### src/rtl/imm_decode_stage_pkg.sv
// imm_decode_stage_pkg: opcode constants, immediate format codes and width default
package imm_decode_stage_pkg;
   localparam int XLEN_DEFAULT = 32;
   localparam logic [6:0] OP_LOAD   = 7'b0000011;
   localparam logic [6:0] OP_IMM    = 7'b0010011;
   localparam logic [6:0] OP_REG    = 7'b0110011;
   localparam logic [6:0] OP_JALR   = 7'b1100111;
   localparam logic [6:0] OP_STORE  = 7'b0100011;
   localparam logic [6:0] OP_BRANCH = 7'b1100011;
   localparam logic [6:0] OP_JAL    = 7'b1101111;
   localparam logic [6:0] OP_AUIPC  = 7'b0010111;
   localparam logic [6:0] OP_LUI    = 7'b0110111;
   localparam logic [6:0] OP_SYSTEM = 7'b1110011;
   typedef enum logic [2:0] {
      FMT_I = 3'b000,
      FMT_S = 3'b001,
      FMT_B = 3'b010,
      FMT_J = 3'b011,
      FMT_U = 3'b100,
      FMT_Z = 3'b101
   } imm_src_e;
endpackage

### src/rtl/imm_decode_stage_format_gen.sv
// imm_format_gen: assembles and extends the immediate of one instruction for a given format
module imm_format_gen
   import imm_decode_stage_pkg::*;
#(
   parameter int XLEN = XLEN_DEFAULT
) (
   input  logic [31:0]     instr,
   input  imm_src_e        imm_src,
   output logic [XLEN-1:0] imm_ext
);
   logic signed [31:0] raw;
   // raw is already sign-extended to 32 bits; the signed cast carries that to XLEN
   always_comb begin
      raw = imm_src == FMT_I ? {{20{instr[31]}}, instr[31:20]}
          : imm_src == FMT_S ? {{20{instr[31]}}, instr[31:25], instr[11:7]}
          : imm_src == FMT_B ? {{20{instr[31]}}, instr[7], instr[30:25], instr[11:8], 1'b0}
          : imm_src == FMT_J ? {{12{instr[31]}}, instr[19:12], instr[20], instr[30:21], 1'b0}
          : imm_src == FMT_U ? {instr[31:12], 12'b0}
          : imm_src == FMT_Z ? {27'b0, instr[19:15]}
          : '0;
      imm_ext = XLEN'(raw);
   end
endmodule

### src/rtl/imm_decode_stage.sv
// imm_decode_stage: one-entry registered immediate decoder with valid/ready handshake
module imm_decode_stage
   import imm_decode_stage_pkg::*;
#(
   parameter int XLEN     = XLEN_DEFAULT,
   parameter bit EN_ZICSR = 1'b0,
   parameter int CNT_W    = 8
) (
   input  logic             clk,
   input  logic             reset,
   input  logic             in_valid,
   output logic             in_ready,
   input  logic [31:0]      instr,
   input  logic             flush,
   output logic             out_valid,
   input  logic             out_ready,
   output logic [2:0]       imm_src,
   output logic [XLEN-1:0]  imm_ext,
   output logic             illegal,
   output logic [CNT_W-1:0] illegal_cnt
);
   imm_src_e         dec_src, src_d, src_q;
   logic             dec_ill, take, keep;
   logic [XLEN-1:0]  gen_ext, ext_d, ext_q;
   logic             valid_d, valid_q, ill_d, ill_q;
   logic [CNT_W-1:0] cnt_d, cnt_q;
   always_comb begin
      dec_src = FMT_I;
      dec_ill = 1'b0;
      case (instr[6:0])
         OP_LOAD, OP_IMM, OP_REG, OP_JALR: dec_src = FMT_I;
         OP_STORE:                         dec_src = FMT_S;
         OP_BRANCH:                        dec_src = FMT_B;
         OP_JAL:                           dec_src = FMT_J;
         OP_AUIPC, OP_LUI:                 dec_src = FMT_U;
         OP_SYSTEM:                        {dec_src, dec_ill} = EN_ZICSR ? {FMT_Z, 1'b0} : {FMT_I, 1'b1};
         default:                          dec_ill = 1'b1;
      endcase
      dec_ill = dec_ill || instr[1:0] != 2'b11;
      dec_src = dec_ill ? FMT_I : dec_src;
   end
   imm_format_gen #(.XLEN(XLEN)) u_gen (
      .instr   (instr),
      .imm_src (dec_src),
      .imm_ext (gen_ext)
   );
   assign in_ready = !valid_q || out_ready;
   assign take     = in_valid && in_ready && !flush;
   assign keep     = valid_q && !out_ready && !flush;
   // anything neither loaded nor held falls back to zero so no stale decode survives
   always_comb begin
      valid_d = take || keep;
      src_d   = take ? dec_src : keep ? src_q : FMT_I;
      ext_d   = take ? (dec_ill ? '0 : gen_ext) : keep ? ext_q : '0;
      ill_d   = take ? dec_ill : keep && ill_q;
      cnt_d   = take && dec_ill && !(&cnt_q) ? cnt_q + CNT_W'(1) : cnt_q;
   end
   always_ff @(posedge clk) begin
      if (reset) begin
         valid_q <= 1'b0;
         src_q   <= FMT_I;
         ext_q   <= '0;
         ill_q   <= 1'b0;
         cnt_q   <= '0;
      end else begin
         valid_q <= valid_d;
         src_q   <= src_d;
         ext_q   <= ext_d;
         ill_q   <= ill_d;
         cnt_q   <= cnt_d;
      end
   end
   assign out_valid   = valid_q;
   assign imm_src     = src_q;
   assign imm_ext     = ext_q;
   assign illegal     = ill_q;
   assign illegal_cnt = cnt_q;
endmodule

### config.mk
export PLATFORM = sky130hd
export DESIGN_NAME = imm_decode_stage
export DESIGN_NICKNAME = d
export VERILOG_FILES = /design/src/rtl/imm_decode_stage_pkg.sv /design/src/rtl/imm_decode_stage_format_gen.sv /design/src/rtl/imm_decode_stage.sv
export SDC_FILE = /design/constraint.sdc
export NUM_CORES = 1
export LEC_CHECK = 0
export CAP_MARGIN = 20
export CORE_ASPECT_RATIO = 1.4
export CORE_MARGIN = 3
export CORE_UTILIZATION = 40
export DETAILED_ROUTE_END_ITERATION = 8
export PLACE_DENSITY = 0.86
export SLEW_MARGIN = 20
export SYNTH_ARGS = -nofsm -noshare
export SYNTH_HDL_FRONTEND = slang
export SYNTH_HIERARCHICAL = 1
export SYNTH_SLANG_ARGS = --single-unit
### constraint.sdc
create_clock -name clk -period 2.25 [get_ports clk]
set_input_delay 0.5625 -clock clk [delete_from_list [all_inputs] [get_ports clk]]
set_output_delay 0.5625 -clock clk [all_outputs]
set_load 0.01 [all_outputs]
== After elaboration in Yosys (flattened, before gate mapping) ==
Cells that the tools add are included.
Word-level totals
  register bits after elaboration: 45
  input port bits: 37
  output and inout port bits: 46
  logic and storage cells: 55
Cells by class
  add/sub/neg operators: 1
  eq/ne operators: 16
  muxes and demuxes: 15
  reductions and logical operators: 18
Operators by type and width (count)
  32-bit 2-to-1 mux: 8
  7-bit by 6-bit equality test with 1-bit output (second input constant): 3
  7-bit equality test (second input constant): 3
  7-bit by 5-bit equality test with 1-bit output (second input constant): 2
  3-bit case mux with 4 select lines: 1
  3-bit 2-to-1 mux: 3
  9-bit OR reduction: 1
  8-bit by 1-bit adder with 8-bit output (second input constant): 1
  8-bit AND reduction: 1
  7-bit by 2-bit equality test with 1-bit output (second input constant): 1
  1-bit logical AND: 7
  3-bit by 2-bit equality test with 1-bit output (second input constant): 2
  3-bit equality test (second input constant): 2
  5-bit 2-to-1 mux: 1
  1-bit logical NOT: 4
  3-bit by 1-bit equality test with 1-bit output (second input constant): 1
  3-bit logical NOT: 1
  1-bit logical OR: 3
  1-bit 2-to-1 mux: 2
  2-bit by 1-bit != test with 1-bit output (second input constant): 1
  2-bit != test (second input constant): 1
  2-bit OR reduction: 1

== Depth between registers and ports, before layout ==
  word-level depth: 14
  depth in mapped cells: 9
  gate-level depth less buffers: 7

== By module ==
Netlist, hierarchy kept.
Modules (own cells, without submodules)
  imm_decode_stage: instances 1, cells an instance 159, area an instance 1759.2 um^2, seq. area each 900.9 um^2
  imm_format_gen: instances 1, cells an instance 79, area an instance 491.7 um^2, seq. area each 0.0 um^2

== Worst setup path before layout ==
Ideal clock, no wire load.
  path kind: in2reg
  start: input instr[6]
  end: register ext_q[1], in the netlist imm_ext[1]
  setup time: 117 ps
  data arrival time: 2207 ps
  required time: 2133 ps
  setup slack: -74 ps
  stages on the path: 8
  buffers on the path: 2
  cells stage by stage: buf_6 or3_1 a211oi_1 buf_2 xor2_2 mux2i_1 o21ai_1 a22o_1
On the way
  word-level cells in the longest chain between the ends: 14
  elaborated cells between the ends (all ways): 29
  classes of those cells: 14 x eq/ne; 11 x mux; 4 x reduce/logical
Ends and longest elaborated chain
  from (decl): line imm_decode_stage.sv:13  | input logic [31:0] instr,
  7-bit by 5-bit equality test with 1-bit output (tied with other cells): line imm_decode_stage.sv:30  | case (instr[6:0])
  9-bit OR reduction (no source line)
  1-bit 2-to-1 mux: line imm_decode_stage.sv:30
  1-bit logical OR: line imm_decode_stage.sv:39  | dec_ill = dec_ill || instr[1:0] != 2'b11;
  3-bit 2-to-1 mux *: line imm_decode_stage.sv:40  | dec_src = dec_ill ? FMT_I : dec_src;
  via dec_src[0]: line imm_decode_stage.sv:22  | imm_src_e dec_src, src_d, src_q;
  3-bit equality test: line imm_decode_stage_format_gen.sv:19  | : imm_src == FMT_Z ? {27'b0, instr[19:15]}
  5-bit 2-to-1 mux: line imm_decode_stage_format_gen.sv:19
  32-bit 2-to-1 mux: line imm_decode_stage_format_gen.sv:18  | : imm_src == FMT_U ? {instr[31:12], 12'b0}
  32-bit 2-to-1 mux: line imm_decode_stage_format_gen.sv:17  | : imm_src == FMT_J ? {{12{instr[31]}}, instr[19:12], instr[20], instr[30:21], 1'b0}
  32-bit 2-to-1 mux: line imm_decode_stage_format_gen.sv:16  | : imm_src == FMT_B ? {{20{instr[31]}}, instr[7], instr[30:25], instr[11:8], 1'b0}
  32-bit 2-to-1 mux: line imm_decode_stage_format_gen.sv:15  | : imm_src == FMT_S ? {{20{instr[31]}}, instr[31:25], instr[11:7]}
  32-bit 2-to-1 mux *: line imm_decode_stage_format_gen.sv:14  | raw = imm_src == FMT_I ? {{20{instr[31]}}, instr[31:20]}
  via gen_ext[1]: line imm_decode_stage.sv:24  | logic [XLEN-1:0] gen_ext, ext_d, ext_q;
  32-bit 2-to-1 mux * (2 in a row): line imm_decode_stage.sv:54  | ext_d = take ? (dec_ill ? '0 : gen_ext) : keep ? ext_q : '0;
  to (signal assigned): line imm_decode_stage.sv:68  | ext_q <= ext_d;
  to (decl): line imm_decode_stage.sv:24
The timed path passes the listed nets; every way through them passes the cells marked *.
A chain may end at the register's enable or synchronous reset.

== Worst setup path in the final report ==
  start: input out_ready
  end: output in_ready
On the way
  word-level cells in the longest chain between the ends: 1
Ends and longest elaborated chain
  from (decl): line imm_decode_stage.sv:16  | input logic out_ready,
  1-bit logical OR: line imm_decode_stage.sv:47  | assign in_ready = !valid_q || out_ready;
  to (decl): line imm_decode_stage.sv:12  | output logic in_ready,
Every way passes these cells.

==> out/qor.csv <==
stage,metric,value,unit
floorplan,die area,0.00658,mm2
run_status,status,finished clean,
grt,global-route usage over all layers,21.0,%
grt,antenna violations before repair,0,
logic_synthesis,synth top area cells,"dfxtp_1 40%, a22o_1 12%, nor2b_1 4.4%",
worst_setup_path,FF-to-FF End,illegal_cnt[5]$_SDFFE_PP0P_,
drt,initial drt markers,155,
sta,Worst Skew,0.00633,ns
worst_setup_path,critical path's top delay family,buffers and inverters,
logic_synthesis,cell taking the most area after synthesis,dfxtp_1,
layout,Final Non-Filler Cells,405,
power,Clk pwr share,37.5,%
logic_synthesis,number of flops mapped to enable cells by yosys,0,
power,Sw Share,24.1,%
drt,total wire length,6870,um
worst_setup_path,crit path cell chain,clkdlybuf4s50_1 > nor2b_4 > inv_2 > buf_4 > dlygate4sd2_1,
layout,Final #Nets,376,
grt,global-route wire length before repair,11200,um
floorplan,Die X,69.4,um
place,DP Cell Count,393,
sta,hold_ws,0.467,ns
floorplan,DIE HEIGHT,94.8,um
sta,Least-Margin Pin Slew,0.410,ns
logic_synthesis,synth warn,6,
logic_synthesis,Mapped Cells,238,
logic_synthesis,Most used DFF post-synth,dfxtp_1,
worst_setup_path,WS Path Type,in -> out,
layout,n_diodes,0,
place,DP HPWL,4970,um
clock_network,TritonCTS Buffers,5,
clock_network,number of H-tree levels,2,
logic_synthesis,"FF+latch count, synth",45,
sta,RSZ-0062 raised after global routing,no,
clock_network,clock sink total,45,
sta,Slew HR,72.5,%
place,IO buf count,82,
floorplan,CORE AREA,0.00531,mm2
sta,Final setup viols,0,
sta,Tmin final,2.17,ns
clock_network,clk_lat worst skew,0.31,ns
logic_synthesis,Synth top area share,40.0,%
logic_synthesis,Syn Area/Cell,9.46,um2
logic_synthesis,register area share after synthesis,40.0,%
power,Seq pwr share,48.1,%
drt,Final ANT Viol Nets,0,
worst_setup_path,Reg2Reg Launch Point,illegal_cnt[0]$_SDFFE_PP0P_,
floorplan,Core Rows,31,
layout,layout cells sized above 1,21.2,%
layout,"most common cell after layout, fill and taps aside",clkdlybuf4s50_1,
place,Routability Congestion,0.771,
drt,DR vias,2280,
logic_synthesis,"Net Count, Synth",276,
worst_setup_path,Setup crit end kind,output pin,
power,internal power,0.00127,W
worst_setup_path,Reg2Reg Setup Slack,0.52,ns
power,P per Cell Area,473,mW/mm2
min_path,min-delay src,illegal$_SDFF_PP0_,
clock_network,hold buffers post-CTS,0,
clock_network,root buffer cell,clkbuf_8,
min_path,Hold Crit Depth,1,
drt,vias per cell,5.63,
worst_setup_path,Worst setup SP type,input pin,
sta,Fin. Hold Viols,0,
power,Worst VDD drop,0.303,mV
sta,fin crit share,96.7,%
power,P_leak,1.41,nW
min_path,HP Class,reg -> reg,
flow_run,MaxCap Viol Count,0,
drt,drt pass-1 iters,4,
sta,Max Freq,460,MHz
power,sw power,0.000405,W
clock_network,Max Root-Sink Buffers,2,
clock_network,clock slew at the register clock pins of the worst setup and hold paths,0.09,ns
min_path,Worst Hold Path EP,illegal$_SDFF_PP0_,
drt,DR DRC count,0,
grt,vias in the first global route,2295,
clock_network,TritonCTS clock tree,built,
grt,grt ovf,0,
layout,most frequent cells in the layout,"75 x clkdlybuf4s50_1, 45 x dfxtp_1, 32 x a22o_1",
worst_setup_path,CP max-delay cell,clkdlybuf4s50_1,
worst_setup_path,buffers and inverters on the worst path,4,
worst_setup_path,CP required,1.69,ns
logic_synthesis,count of distinct cell types in the synthesized netlist,46,
floorplan,I/O pin total,83,
worst_setup_path,r2r worst-path depth,5,
worst_setup_path,crit path DAT,1.61,ns
grt,largest net degree at the start of global routing,33,
worst_setup_path,CP max stage delay,0.44,ns
layout,area delta synth->final,57.7,%
power,Logic pwr share,14.3,%
floorplan,initial core utilization,42.4,%
logic_synthesis,"FFs w/ async S/R, synth",0,%
sta,Max Slew Vio Count,0,
worst_setup_path,CP Max Fanout,4,
drt,WL/cell,17.0,um
logic_synthesis,Syn Std Cell Area,0.00225,mm2
## how the worst max path moves through the flow
stage	start	end	slack, ns	cells after the start
4_1_cts	instr[4]	imm_ext[26]$_SDFFE_PP0P_	0.001	8
3_3_place_gp	instr[0]	imm_ext[26]$_SDFFE_PP0P_	-0.72	7
6_report	out_ready	in_ready	0.08	5
2_1_floorplan	instr[4]	imm_ext[31]$_SDFFE_PP0P_	-0.002	6
3_5_place_dp	instr[1]	imm_ext[17]$_SDFFE_PP0P_	-0.65	9
5_1_grt	instr[3]	imm_ext[1]$_SDFFE_PP0P_	0.01	9
## stage by stage
stage / setup TNS [ns] / util (%) / setup slack [ns] / power, W / cell area, um2
after floorplan: -0.00227 / - / -0.00227 / 0.000922 / 2270
after global placement: -19.64 / 61.7 / -0.724 / 0.00105 / 3280
after detailed placement: -17.69 / 61.8 / -0.650 / 0.00105 / 3280
after CTS: 0 / 65.8 / 0.00141 / 0.00168 / 3500
after global routing: 0 / 66.8 / 0.0116 / 0.00174 / 3550
final: 0 / 66.8 / 0.0754 / 0.00168 / 3550
## area by class of cell
type / count / area, um2
Tap cell: 66 / 82.6
Clock inverter: 3 / 46.3
Sequential cell: 45 / 901
Timing Repair Buffer: 115 / 1120
Clock buffer: 5 / 68.8
Inverter: 1 / 3.75
Multi-Input combinational cell: 170 / 1320
Fill cell: 410 / 1760
## flip-flops by register name, summed over array words and instances, names as in the netlist
register	count
imm_ext	32
illegal_cnt	8
illegal	1
imm_src	3
out_valid	1
## cell usage after synthesis (all sizes together) (3+ instances only)
cell    count
a21oi      11
and2        3
nor2b      17
a21o       12
and3        3
buf        13
nand3       5
o22ai       8
nor3        5
clkbuf      8
dfxtp      45
mux2        5
nor4b       3
nor2        9
a22oi       3
nand2b      5
o21ai       6
mux2i       6
a22o       32
a31oi       8
nand2       8
a211oi      5
nor3b       3
## power by group through the flow
stage	Sequential, W	Clock, W	Combinational [W]
global route	0.000809	0.000670	0.000261
floorplan	0.000829	0	0.0000930
finish	0.000808	0.000630	0.000241
detailed placement	0.000827	0	0.000225
global placement	0.000826	0	0.000220
CTS	0.000808	0.000641	0.000233
## logic make-up after synthesis
logic type | share of synthesized area (%)
AOI/OAI and AO/OA | 29.2
and+or+nand+nor | 18.0
DFF | 40.0
buffers and inverters | 6.34
muxes | 5.17
xor gates and xnor gates | 0.723
adders and majority gates | 0.556
## what timing repair did
item                                    CTS  global route
cloned                                    1             0
buffers inserted                          3             0
pin swaps                                 4             6
gates resized for setup                  20            21
endpoints found under the setup margin   30            38
## layer usage
metal	part of all wire (%)	global-route usage [%]	vias up
met5	0	0	-
li1	-	-	1098
met1	39	22.6	1082
met4	2.1	8.79	0
met2	52	37.9	87
met3	6.9	6.71	13
No activity file was read; power rests on OpenSTA's default activity.
